**src/rtl/ex_muldiv_unit_pkg.sv**
```systemverilog
// Shared types and helpers for the iterative RV32M multiply/divide unit.
// Holds the opcode, state and signedness-class enums plus the default step counts.
// Pure declarations; no logic lives here.
package ex_muldiv_unit_pkg;

    localparam int DEF_XLEN     = 32;
    localparam int DEF_MUL_BITS = 2;
    localparam int MUL_CYCLES   = DEF_XLEN / DEF_MUL_BITS;
    localparam int DIV_CYCLES   = DEF_XLEN;

    typedef enum logic [2:0] {
        OP_MUL    = 3'd0,
        OP_MULH   = 3'd1,
        OP_MULHSU = 3'd2,
        OP_MULHU  = 3'd3,
        OP_DIV    = 3'd4,
        OP_DIVU   = 3'd5,
        OP_REM    = 3'd6,
        OP_REMU   = 3'd7
    } muldiv_op_t;

    typedef enum logic [1:0] {
        ST_IDLE = 2'd0,
        ST_MUL  = 2'd1,
        ST_DIV  = 2'd2,
        ST_DONE = 2'd3
    } muldiv_state_t;

    // Two ops may share a cached result only when they interpret the operands identically.
    typedef enum logic [2:0] {
        CLS_MUL_SS = 3'd0,
        CLS_MUL_SU = 3'd1,
        CLS_MUL_UU = 3'd2,
        CLS_DIV_S  = 3'd3,
        CLS_DIV_U  = 3'd4
    } sign_class_t;

    function automatic sign_class_t sign_class(input logic [2:0] funct3);
        case (funct3)
            OP_MUL, OP_MULH: return CLS_MUL_SS;
            OP_MULHSU:       return CLS_MUL_SU;
            OP_MULHU:        return CLS_MUL_UU;
            OP_DIV, OP_REM:  return CLS_DIV_S;
            default:         return CLS_DIV_U;
        endcase
    endfunction

    function automatic logic a_is_signed(input sign_class_t cls);
        return (cls == CLS_MUL_SS) || (cls == CLS_MUL_SU) || (cls == CLS_DIV_S);
    endfunction

    function automatic logic b_is_signed(input sign_class_t cls);
        return (cls == CLS_MUL_SS) || (cls == CLS_DIV_S);
    endfunction

    // MUL, DIV and DIVU return the low half of {hi, lo}; the rest return the high half.
    function automatic logic is_lo_op(input logic [2:0] funct3);
        return (funct3 == OP_MUL) || (funct3 == OP_DIV) || (funct3 == OP_DIVU);
    endfunction

endpackage

```
**src/rtl/muldiv_div_step.sv**
```systemverilog
// One restoring-division iteration: shift in the next dividend bit and trial-subtract.
// Latency: purely combinational.
// Backpressure: none; the caller decides when to register the result.
module muldiv_div_step #(
    parameter int XLEN = 32
) (
    input  logic [XLEN-1:0] rem_in,
    input  logic [XLEN-1:0] quo_in,
    input  logic [XLEN-1:0] divisor,
    output logic [XLEN-1:0] rem_out,
    output logic [XLEN-1:0] quo_out
);

    logic [XLEN:0] shifted;
    logic [XLEN:0] diff;

    // Keep the difference when it is non-negative, otherwise restore the shifted remainder.
    always_comb begin
        shifted = {rem_in, quo_in[XLEN-1]};
        diff    = shifted - {1'b0, divisor};
        if (!diff[XLEN]) begin
            rem_out = diff[XLEN-1:0];
            quo_out = {quo_in[XLEN-2:0], 1'b1};
        end else begin
            rem_out = shifted[XLEN-1:0];
            quo_out = {quo_in[XLEN-2:0], 1'b0};
        end
    end

endmodule

```
**src/rtl/ex_muldiv_unit.sv**
```systemverilog
// Iterative RV32M multiply/divide with a last-result reuse cache and special-case shortcuts.
// Latency: MUL XLEN/MUL_BITS+1, DIV XLEN+1, reuse hit / divide-by-zero / overflow 1 cycle.
// Backpressure: one op in flight; req_ready only in IDLE, result held in DONE until resp_ready.
module ex_muldiv_unit
    import ex_muldiv_unit_pkg::*;
#(
    parameter int XLEN     = 32,
    parameter int MUL_BITS = 2,
    parameter int TAG_W    = 6,
    parameter bit REUSE_EN = 1'b1
) (
    input  logic             clk,
    input  logic             rst,
    input  logic             flush,
    input  logic             req_valid,
    output logic             req_ready,
    input  logic [2:0]       req_funct3,
    input  logic [XLEN-1:0]  req_a,
    input  logic [XLEN-1:0]  req_b,
    input  logic [TAG_W-1:0] req_tag,
    output logic             resp_valid,
    input  logic             resp_ready,
    output logic [XLEN-1:0]  resp_result,
    output logic [TAG_W-1:0] resp_tag,
    output logic             busy
);

    localparam int N_MUL_STEPS = XLEN / MUL_BITS;
    localparam int N_DIV_STEPS = XLEN;
    localparam int CNT_W       = $clog2(XLEN + 1);
    localparam logic [XLEN-1:0] MIN_NEG  = {1'b1, {(XLEN-1){1'b0}}};
    localparam logic [XLEN-1:0] ALL_ONES = '1;

    muldiv_state_t     state, state_nxt;
    logic [CNT_W-1:0]  cnt;
    muldiv_op_t        op_q;
    sign_class_t       cls_q;
    logic [XLEN-1:0]   a_q, b_q;
    logic              neg_res_q, neg_rem_q;
    logic [XLEN-1:0]   opd_q;       // multiplicand for MUL, divisor for DIV
    logic [2*XLEN-1:0] acc_q;       // {hi, multiplier} for MUL, {remainder, quotient} for DIV
    logic [XLEN-1:0]   result_q;
    logic [TAG_W-1:0]  tag_q;

    logic              cache_vld;
    logic [XLEN-1:0]   cache_a, cache_b, cache_hi, cache_lo;
    sign_class_t       cache_cls;

    logic              accept, last_step;
    sign_class_t       cls_in;
    logic              a_neg_in, b_neg_in;
    logic [XLEN-1:0]   a_mag_in, b_mag_in;
    logic              hit, div_zero, div_ovf, shortcut;
    logic [XLEN-1:0]   short_res;

    logic [MUL_BITS-1:0]      digit;
    logic [XLEN+MUL_BITS-1:0] psum;
    logic [2*XLEN-1:0]        mul_nxt;
    logic [XLEN-1:0]          rem_nxt, quo_nxt;
    logic [2*XLEN-1:0]        fin;

    // Decode the incoming request: magnitudes, sign flags and the one-cycle shortcut paths.
    always_comb begin
        cls_in   = sign_class(req_funct3);
        a_neg_in = a_is_signed(cls_in) & req_a[XLEN-1];
        b_neg_in = b_is_signed(cls_in) & req_b[XLEN-1];
        a_mag_in = a_neg_in ? -req_a : req_a;
        b_mag_in = b_neg_in ? -req_b : req_b;
        hit      = REUSE_EN && cache_vld && (req_a == cache_a) && (req_b == cache_b)
                   && (cls_in == cache_cls);
        div_zero = req_funct3[2] && (req_b == '0);
        div_ovf  = (cls_in == CLS_DIV_S) && (req_a == MIN_NEG) && (req_b == ALL_ONES);
        shortcut = hit | div_zero | div_ovf;
        short_res = '0;
        if (hit) begin
            short_res = is_lo_op(req_funct3) ? cache_lo : cache_hi;
        end else if (div_zero) begin
            short_res = is_lo_op(req_funct3) ? ALL_ONES : req_a;
        end else if (div_ovf) begin
            short_res = is_lo_op(req_funct3) ? req_a : '0;
        end
    end

    // One shift-add multiply step retiring MUL_BITS multiplier bits.
    always_comb begin
        digit   = acc_q[MUL_BITS-1:0];
        psum    = {{MUL_BITS{1'b0}}, acc_q[2*XLEN-1:XLEN]}
                  + ({{MUL_BITS{1'b0}}, opd_q} * {{XLEN{1'b0}}, digit});
        mul_nxt = {psum, acc_q[XLEN-1:MUL_BITS]};
    end

    muldiv_div_step #(.XLEN(XLEN)) u_div_step (
        .rem_in  (acc_q[2*XLEN-1:XLEN]),
        .quo_in  (acc_q[XLEN-1:0]),
        .divisor (opd_q),
        .rem_out (rem_nxt),
        .quo_out (quo_nxt)
    );

    // Signed fix-up folded into the final iteration so completion costs no extra cycle.
    always_comb begin
        if (state == ST_DIV) begin
            fin = {(neg_rem_q ? -rem_nxt : rem_nxt), (neg_res_q ? -quo_nxt : quo_nxt)};
        end else begin
            fin = neg_res_q ? -mul_nxt : mul_nxt;
        end
    end

    // Next-state and handshake outputs; flush overrides everything, including accept.
    always_comb begin
        state_nxt  = state;
        req_ready  = (state == ST_IDLE) & ~flush;
        accept     = req_valid & req_ready;
        resp_valid = (state == ST_DONE);
        busy       = (state != ST_IDLE);
        last_step  = (cnt == CNT_W'(1));
        case (state)
            ST_IDLE: if (accept) state_nxt = shortcut ? ST_DONE : (req_funct3[2] ? ST_DIV : ST_MUL);
            ST_MUL,
            ST_DIV:  if (last_step) state_nxt = ST_DONE;
            ST_DONE: if (resp_ready) state_nxt = ST_IDLE;
            default: state_nxt = ST_IDLE;
        endcase
        if (flush) state_nxt = ST_IDLE;
    end

    // State register.
    always_ff @(posedge clk) begin
        if (rst) state <= ST_IDLE;
        else     state <= state_nxt;
    end

    // Operand capture, iteration datapath, result/tag hold and reuse-cache update.
    always_ff @(posedge clk) begin
        if (rst) begin
            cnt       <= '0;
            cache_vld <= 1'b0;
            result_q  <= '0;
            tag_q     <= '0;
        end else if (accept) begin
            op_q      <= muldiv_op_t'(req_funct3);
            cls_q     <= cls_in;
            tag_q     <= req_tag;
            a_q       <= req_a;
            b_q       <= req_b;
            neg_res_q <= a_neg_in ^ b_neg_in;
            neg_rem_q <= a_neg_in;
            cnt       <= req_funct3[2] ? CNT_W'(N_DIV_STEPS) : CNT_W'(N_MUL_STEPS);
            if (shortcut) result_q <= short_res;
            if (req_funct3[2]) begin
                opd_q <= b_mag_in;
                acc_q <= {{XLEN{1'b0}}, a_mag_in};
            end else begin
                opd_q <= a_mag_in;
                acc_q <= {{XLEN{1'b0}}, b_mag_in};
            end
        end else if (((state == ST_MUL) || (state == ST_DIV)) && !flush) begin
            acc_q <= (state == ST_DIV) ? {rem_nxt, quo_nxt} : mul_nxt;
            cnt   <= cnt - CNT_W'(1);
            if (last_step) begin
                result_q  <= is_lo_op(op_q) ? fin[XLEN-1:0] : fin[2*XLEN-1:XLEN];
                cache_vld <= 1'b1;
                cache_a   <= a_q;
                cache_b   <= b_q;
                cache_cls <= cls_q;
                cache_hi  <= fin[2*XLEN-1:XLEN];
                cache_lo  <= fin[XLEN-1:0];
            end
        end
    end

    assign resp_result = result_q;
    assign resp_tag    = tag_q;

endmodule

```
**config.mk**
```make
export PLATFORM = sky130hd
export DESIGN_NAME = ex_muldiv_unit
export DESIGN_NICKNAME = d
export VERILOG_FILES = /design/src/rtl/ex_muldiv_unit_pkg.sv /design/src/rtl/muldiv_div_step.sv /design/src/rtl/ex_muldiv_unit.sv
export SDC_FILE = /design/constraint.sdc
export NUM_CORES = 1
export LEC_CHECK = 0
export ABC_AREA = 1
export CORE_AREA = 2 2 281 283
export CTS_CLUSTER_DIAMETER = 100
export CTS_CLUSTER_SIZE = 28
export DETAILED_ROUTE_END_ITERATION = 10
export DIE_AREA = 0 0 283 285
export PLACE_DENSITY = 0.56
export SLEW_MARGIN = 10
export SYNTH_ARGS = -nofsm -noshare
export SYNTH_HDL_FRONTEND = slang
export SYNTH_SLANG_ARGS = --single-unit
```
**constraint.sdc**
```tcl
create_clock -name clk -period 14.9 [get_ports clk]
set_input_delay 2.235 -clock clk [delete_from_list [all_inputs] [get_ports clk]]
set_output_delay 2.235 -clock clk [all_outputs]
set_load 0.01 [all_outputs]
```
==> summary.md <==
| Metric | Value |
|---|---|
| Starting density of the core | about a third |
| Synth Area in Compound Gates | 13.1% |
| Critical Path Source Type | register |
| Post-synthesis xor/xnor area fraction | ~4.5% |
| Post-CTS Resized | 0 |
| CTS Root Cell | clkbuf_16 |
| Outcome | finished clean |
| Synthesized flop and latch total | about 350 |
| Post-route design area | 0.0297 sq mm |
| Routed WL | between 100000 and 150000 um |
| Cell row count | 103 |
| Combinational family with the most area after synthesis | simple AND/OR/NAND/NOR gates |
| Family with the most delay on the worst path | simple AND/OR/NAND/NOR gates |
| Clk buf depth | 3 |
| H-Tree Depth | 1 |
| Num Clock Sinks | ~350 |
| Worst setup EP type | register |
| Distinct cells, synth | 66 |
| Post-synthesis mux area share | 0.334% |
| RSZ-0062 raised after global routing | no |
| Layout cells sized above 1 | 3.91% |
| CP bufs+invs | 5 |
| Port Buffer Count | ~120 |
| Clock-pin slew on the worst setup and hold paths | between 0.1 and 0.15 ns |
| Clk Latency, worst-skew pair | 0.59 ns |
| Area growth from synthesis to layout | 10.2% |
| Die W | 283 um |
| Core area | 0.0780 sq mm |
| Worst Max-Slew Pin Slew | ~1.2 ns |
| Placed inst area | 0.0292 sq mm |
| Area leader, netlist | edfxtp_1 |
| Final Power | approximately 0.0030 W |
| DRC viols | 0 |
| Ys flop type | edfxtp_1 |
| 1st-iter DRT viols | 3073 |
| CP max FO | 38 |
| Largest net degree at the start of global routing | 96 |
| Global placer's final weighted congestion | a little under 1 |
| Synth Net Count | 3948 |
| Max-cap violations | 0 |
| Synth top area cells | edfxtp_1 (33%), nand2_1 (14%), inv_1 (7.5%), nand3_1 (5.8%), o21ai_0 (5.6%) |
| Worst relative slew slack | between 20% and 30% |
| Cells after DPL | 4832 |
| Routed Antenna Nets | 0 |
| DRT Pass-1 Iters | 6 |
| Max Clock Skew | 0.0414 ns |
| First-pass GRT wire length | approximately 160000 um |
| Die Area | 0.0807 sq mm |
| Chip Height | 285 um |
| Initial antenna violation count | 3 |
| Met2 usage | around 40% |
| Most common cell in the netlist | nand2_1 |
| Number of flops mapped to enable cells by yosys | 299 |
| WS Path Type | reg2reg |
| DP HPWL | 83100 um |
| Period utilisation layout | 39.2% |
| Asr flop ratio synth | 0% |
| Area share of the largest cell type after synthesis | 33.3% |
| WL/cell | 21.7 um |
| TritonCTS Buffers | 17 |
| Required time of the worst setup path | around 15 ns |
| # IOs | 119 |
| Met3 Use GR | 3.12% |
| Final #Nets | 3989 |
| Mapped Area | 0.0270 sq mm |
| Fin crit period | 5.84 ns |
| Vias per cell | 5.39 |
| PwrDens | approximately 100 mW/mm^2 |
| Cells after synthesis | 3760 |
| Final Non-Filler Cells | 4864 |
| Final core utilization | 38.1% |
| Setup bufs post-CTS | 0 |
| Most Used Layer, Global Route | met2 |
| GRT Total Usage | 25.4% |
| Achievable Freq | 171 MHz |
| Synth Area in Adders | 6.02% |
| Worst hold path type | reg2reg |
| Most frequent cells after synthesis | nand2_1 (1022), inv_1 (536), nor2_1 (313), nand3_1 (312), o21ai_0 (300) |
| Gr ovfl total | 0 |
| Number of global-route vias before repair | around 24000 |
| Yosys warnings | 0 |
| Vias | 26200 |
| Pleak | 12.9 nW |
| # setup viols final | 0 |
| Fin. Hold Viols | 0 |
| CP peak stage delay | 0.63 ns |
| Simple-gate portion of the synthesized area | 29.5% |
| Slowest cell on crit path | o21ai_0 |
| Post-CTS Hold Buffers | 0 |
| Sequential area share after synthesis | 36.8% |
| Worst VDD drop | a little over 0.08 mV |
| CTS tree | built |
| Final TNS setup | 0 ns |
| Post-synthesis average cell area | 7.18 sq um |
| Met1 Usage GRT | 35.4% |
| Arr. time, crit path | 6.34 ns |
| Slew Viols, Final | 0 |
==> registers in the layout, summed over array words and instances, names as in the netlist, 6 cells and up <==
register     cells
cache_b         32
cache_a         32
resp_tag         6
cache_lo        32
resp_result     32
b_q             32
cnt              6
opd_q           32
a_q             32
cache_hi        32
acc_q           64
==> path summary, 6_finish.rpt <==
| path | from | to | slack, ns | depth (start not counted) |
|---|---|---|---|---|
| worst max-delay path | acc_q[31]$_DFFE_PP_ | resp_result[18]$_SDFFE_PP0P_ | 9.06 | 29 |
| worst min-delay path | b_q[13]$_DFFE_PP_ | cache_b[13]$_DFFE_PP_ | 0.42 | 0 |
| worst max register to register | acc_q[31]$_DFFE_PP_ | resp_result[18]$_SDFFE_PP0P_ | 9.06 | 29 |
| worst min register to register | b_q[13]$_DFFE_PP_ | cache_b[13]$_DFFE_PP_ | 0.42 | 0 |
==> routing by layer <==
metal | share of wire (%) | wire [um] | vias up
met1 | 44 | 46300 | 12400
met5 | 0.011 | 12 | -
li1 | - | - | 12500
met2 | 44 | 46800 | 1119
met3 | 7.2 | 7610 | 190
met4 | 4.6 | 4900 | 2
==> cell usage in the layout (no fill, tap or decap), types with 33 or more instances in the layout <==
master	synthesis	routed
a21oi_1	141	140
clkdlybuf4s50_1	0	118
dfxtp_1	47	47
edfxtp_1	299	299
fa_1	33	33
ha_1	77	76
inv_1	536	535
nand2_1	1022	1020
nand2_2	31	33
nand3_1	312	312
nand4_1	49	49
nor2_1	313	310
nor3_1	53	53
o211ai_1	34	34
o21ai_0	300	300
xnor2_1	44	44
xor2_1	95	95
==> metrics by stage <==
step / setup WS, ns / hold WS (ns)
global placement: 8.93 / 0.401
floorplan: 5.98 / 0.400
CTS: 9.22 / 0.427
finish: 9.06 / 0.424
detailed placement: 8.88 / 0.405
global route: 8.81 / 0.434
==> cell families (layout without fill, tap and decap cells) <==
kind of cell             Yosys count  count (layout)
AO/OA/AOI/OAI                    617             617
XOR/XNOR                         139             139
adder cells (fa/ha/maj)          110             110
buffers and inverters            679             731
flip-flops                       346             346
multiplexers                       9               9
other                              0               2
AND/OR/NAND/NOR                 1860            1860
==> power breakdown <==
| group | switching, W | internal, W | leakage (nW) | total, W |
|---|---|---|---|---|
| Combinational | 0.000877 | 0.000352 | 9.53 | 0.00123 |
| Clock | 0.000349 | 0.000236 | 0.259 | 0.000585 |
| Sequential | 0.0000388 | 0.00112 | 3.10 | 0.00116 |
==> cell type report <==
cell class                 count  area, sq um
fill                        8233        48200
multi-input combinational   2735        14500
sequential                   346         9920
inverter                     553         2080
timing repair buffer         148         1410
tap                         1050         1310
clock buffer                  26          480
clock inverter                 4         57.6
antenna                        2         5.00
(Power assumes the default switching activity.)
